File: config.mk
export PLATFORM = sky130hd
export DESIGN_NAME = mul_b2_seq_ctrl
export DESIGN_NICKNAME = d
export VERILOG_FILES = /design/src/rtl/mul_b2_seq_pkg.sv /design/src/rtl/mul_b2_comb.sv /design/src/rtl/mul_b2_seq_ctrl.sv
export SDC_FILE = /design/constraint.sdc
export NUM_CORES = 1
export LEC_CHECK = 0
export BUFFER_PORTS_ARGS = -buffer_cell sky130_fd_sc_hd__buf_2
export CORE_ASPECT_RATIO = 1.1
export CORE_MARGIN = 3
export CORE_UTILIZATION = 59
export DETAILED_ROUTE_END_ITERATION = 10
export PLACE_DENSITY_LB_ADDON = 0.1
export SYNTH_ARGS = -nofsm -noshare
export SYNTH_HDL_FRONTEND = slang
export SYNTH_SLANG_ARGS = --single-unit
File: constraint.sdc
create_clock -name clk -period 3.4 [get_ports clk]
set_input_delay 0.34 -clock clk [delete_from_list [all_inputs] [get_ports clk]]
set_output_delay 0.34 -clock clk [all_outputs]
set_load 0.02 [all_outputs]
File: src/rtl/mul_b2_seq_pkg.sv
// mul_b2_seq_pkg: shared state type and width helpers for the b2 sequential multiplier
package mul_b2_seq_pkg;

    typedef enum logic [1:0] {IDLE, RUN, DRAIN, DONE} state_t;

    function automatic int d_of(input int w);
        return w / 2;
    endfunction

    function automatic int cnt_w_of(input int w);
        return (w / 2 > 1) ? $clog2(w / 2) : 1;
    endfunction

    function automatic int acc_w_of(input int w);
        return 2 * w;
    endfunction

endpackage

File: src/rtl/mul_b2_comb.sv
// mul_b2_comb: 2-bit x 2-bit unsigned product from a 16-entry table
module mul_b2_comb (
    input  logic [1:0] x,
    input  logic [1:0] y,
    output logic [3:0] p
);

    // nibble at index {x,y} holds x*y
    localparam logic [63:0] TBL = 64'h9630_6420_3210_0000;

    assign p = TBL[{x, y, 2'b00} +: 4];

endmodule

File: src/rtl/mul_b2_seq_ctrl.sv
// mul_b2_seq_ctrl: iterative WxW multiplier walking D*D digit pairs through one 2x2 product unit
module mul_b2_seq_ctrl
    import mul_b2_seq_pkg::*;
#(
    parameter int W = 8
) (
    input  logic           clk,
    input  logic           rstn,
    input  logic           clr,
    input  logic           in_valid,
    output logic           in_ready,
    input  logic [W-1:0]   a,
    input  logic [W-1:0]   b,
    output logic           out_valid,
    input  logic           out_ready,
    output logic [2*W-1:0] q,
    output logic           busy
);

    localparam int D  = d_of(W);
    localparam int CW = cnt_w_of(W);
    localparam int AW = acc_w_of(W);
    localparam int SW = $clog2(AW);

    state_t        st;
    logic [W-1:0]  a_r, b_r;
    logic [CW-1:0] i, j;
    logic [3:0]    p_q, pp;
    logic [SW-1:0] s_q;
    logic          pv;
    logic [AW-1:0] acc, acc_nx;
    logic          last_i, last_j;

    mul_b2_comb u_mul (
        .x(a_r[{i, 1'b0} +: 2]),
        .y(b_r[{j, 1'b0} +: 2]),
        .p(pp)
    );

    assign last_i = i == CW'(D - 1);
    assign last_j = j == CW'(D - 1);
    assign acc_nx = pv ? acc + (AW'(p_q) << s_q) : acc;

    always_ff @(posedge clk or negedge rstn) begin
        if (!rstn) begin
            st        <= IDLE;
            in_ready  <= 1'b1;
            out_valid <= 1'b0;
            busy      <= 1'b0;
            q         <= '0;
            acc       <= '0;
            pv        <= 1'b0;
            p_q       <= '0;
            s_q       <= '0;
            i         <= '0;
            j         <= '0;
            a_r       <= '0;
            b_r       <= '0;
        end else if (clr) begin
            st        <= IDLE;
            in_ready  <= 1'b1;
            out_valid <= 1'b0;
            busy      <= 1'b0;
            q         <= '0;
            acc       <= '0;
            pv        <= 1'b0;
        end else begin
            acc <= acc_nx;
            pv  <= 1'b0;
            case (st)
                IDLE: if (in_valid) begin
                    a_r      <= a;
                    b_r      <= b;
                    acc      <= '0;
                    i        <= '0;
                    j        <= '0;
                    st       <= RUN;
                    in_ready <= 1'b0;
                    busy     <= 1'b1;
                end
                RUN: begin
                    p_q <= pp;
                    s_q <= SW'({i, 1'b0}) + SW'({j, 1'b0});
                    pv  <= 1'b1;
                    j   <= last_j ? '0 : j + 1'b1;
                    if (last_j) i <= last_i ? '0 : i + 1'b1;
                    if (last_i && last_j) st <= DRAIN;
                end
                // last partial product lands in q directly, no extra cycle
                DRAIN: begin
                    q         <= acc_nx;
                    st        <= DONE;
                    busy      <= 1'b0;
                    out_valid <= 1'b1;
                end
                DONE: if (out_ready) begin
                    st        <= IDLE;
                    out_valid <= 1'b0;
                    in_ready  <= 1'b1;
                end
            endcase
        end
    end

endmodule

==> results.toml <==
[timing]
maxSlewViolCount = 0
slew_headroom = 0.215
final_hold_viol_count = 0
setup_slack_ps = 483
min_period_ps = 2920
timing.hold.ws_ps = 142
rsz0062_at_grt = "false"
period_share = 0.858
finalClockSkew_ps = 6.91
setup-violations-final = 0
worst_pin_slew_ps = 1180
fmax_mhz = 343
fin_setup_tns_ps = 0

[floorplan]
die_h_um = 90.6
die_w_um = 82.9
start_util = 0.616
rows = 30
pin_count = 40
coreArea_um2 = 6230
dieArea_um2 = 7510

[global_routing]
grt_usage = 0.221
first_global_vias = 2911
grt_start_max_net_pins = 42
antenna_found_initial = 0
grt-ovfl-total = 0
grt_pass1_wl_um = 13400

[critical_path]
cp_data_arrival_time_ps = 3170
worst_r2r_endpoint = "q[13]$_DFFE_PN0N_"
cp_max_fo = 10
r2r_cells = 10
r2r_setup_slack_ps = 480
regToRegStartpoint = "s_q[1]$_DFFE_PN0P_"
critical_path_class = "flop to flop"
startpoint = "s_q[1]$_DFFE_PN0P_"
critPathCaptureType = "flop"
cp.required_ps = 3650
start_kind = "flop"

[power_and_ir_drop]
p_leak_nw = 2.02
powerDensity_nw_per_um2 = 714
total_power_mw = 3.07
ir_worst_vdd_mv = 0.515

[synth]
syn-num-nets = 427
synthDistinctLibCells = 53
synth_edf_count = 0
syn_area_um2 = 3840
seq_area_frac_synth = 0.424
synth.avg_cell_area_um2 = 10.1
synthCells = 380
synth-main-ff-cell = "dfrtp_1"
synth-async-reset-ratio = 1.00
ys_warn_count = 0
ys_ff_latch = 65

[clocking]
cts_tree = "built"
post_cts_buffers = 0
holdBufCountCts = 0
ctsResizeCount = 0
cts.sinks = 65
insertion_delay_ps = 340
root_buffer = "clkbuf_8"
cts_buffer_depth = 2
htree_levels = 3
cts_buffers = 9
clkTransAtPathRegs_ps = 70

[hold_path]
hp-class = "input pin to async pin"

[cells_and_area]
areaGrowthSynthToFinish_pct = 12.0
layout.nets = 463
drive_above_1_share = 0.221
mostFrequentLayoutCell = "dfrtp_1"
utilization = 0.690
fillerInstances = 520
register_area_um2 = 1630
instances_no_fill = 501
layout_common_cells = "64 x dfrtp_1, 42 x nor2_1, 39 x buf_2"
diodes = 0
multi_input_area_um2 = 2080
postLayoutCellArea_um2 = 4300

[status]
status = "complete, no violations"

[detailed_routing]
ant_nets = 0
vias = 2856
wl_per_cell_um = 15.6
post-route-drc-count = 0
first_pass_iters = 4
drt_iter0_drc = 97
drt_wl_total_um = 7800
routed_via_density = 5.70

[place]
io_buffers = 39
place_congestion = 0.891
dpl.cell_count = 485
place_area_um2 = 4090
dpl_worst_slack_ps = 488
dp_hpwl_um = 5850

[run]
cap_violations = 0
[critical path: stages, from the launching register on]
cell,delay (ps)
dfrtp_1,480
or4_1,620
inv_1,90
ha_1,240
a211oi_2,300
o211ai_2,150
a31oi_4,250
o21ai_1,100
xnor2_1,210
mux2i_1,150
a211oi_1,240
[flip-flops by register name, summed over array words and instances, names as in the netlist]
name	cells
a_r	8
p_q	4
acc	16
in_ready	1
pv	1
q	16
out_valid	1
b_r	8
j	2
busy	1
st	2
s_q	3
i	2
[kinds of logic after synthesis]
| kind of cell | share of synthesized area |
|---|---|
| and+or+nand+nor | 0.144 |
| AOI/OAI and AO/OA | 0.151 |
| DFF | 0.424 |
| muxes | 0.125 |
| buffers and inverters | 0.0349 |
| adders and majority gates | 0.0887 |
| xor gates and xnor gates | 0.0319 |
[per-layer routing]
layer / track usage / wire length [um]
met4: 0.0940 / 184
met1: 0.273 / 3450
met5: 0 / 0
met2: 0.385 / 3920
met3: 0.0301 / 249
[power by group]
| group | switching, mW | internal, mW |
|---|---|---|
| logic | 0.665 | 0.526 |
| registers | 0.191 | 1.01 |
| clock network | 0.299 | 0.379 |
[how the worst max path moves through the flow]
stage	end	cells after the start	slack [ps]
floorplan	acc[14]$_DFF_PN0_	10	630
global placement	q[13]$_DFFE_PN0N_	10	510
detailed placement	q[13]$_DFFE_PN0N_	10	490
CTS	q[13]$_DFFE_PN0N_	10	470
global route	acc[14]$_DFF_PN0_	12	270
finish	q[13]$_DFFE_PN0N_	10	480
[synth_stat cells (2+ instances only)]
cell type	n	area share
inv_1	15	0.015
and2_1	3	0.0049
inv_2	2	0.0020
mux2i_1	20	0.052
ha_1	24	0.078
nand2b_1	9	0.015
o211ai_1	2	0.0039
fa_1	2	0.010
nand3b_1	3	0.0059
nor2b_1	4	0.0065
a31oi_1	3	0.0049
mux2_2	16	0.047
a31oi_4	2	0.011
mux4_2	4	0.023
a21oi_1	19	0.025
o22ai_1	3	0.0049
xnor2_1	11	0.025
a211oi_2	2	0.0065
nor2_1	42	0.041
nand2_1	35	0.034
nand3_1	10	0.013
o21ai_1	6	0.0078
o21ai_0	10	0.013
buf_2	2	0.0026
xor2_1	3	0.0068
dfrtp_1	64	0.42
nor3_1	5	0.0065
nor3b_1	2	0.0039
clkbuf_1	16	0.016
a21o_1	7	0.014
a211oi_1	12	0.023
[area by class of cell]
class / count / area share
multi-input cells: 280 / 0.483
well taps: 80 / 0.0233
clock inverters: 4 / 0.0119
inverters: 17 / 0.0148
flip-flops and latches: 65 / 0.379
clock buffers: 12 / 0.0361
repair buffers: 43 / 0.0524
No activity file was read; power rests on OpenSTA's default activity.
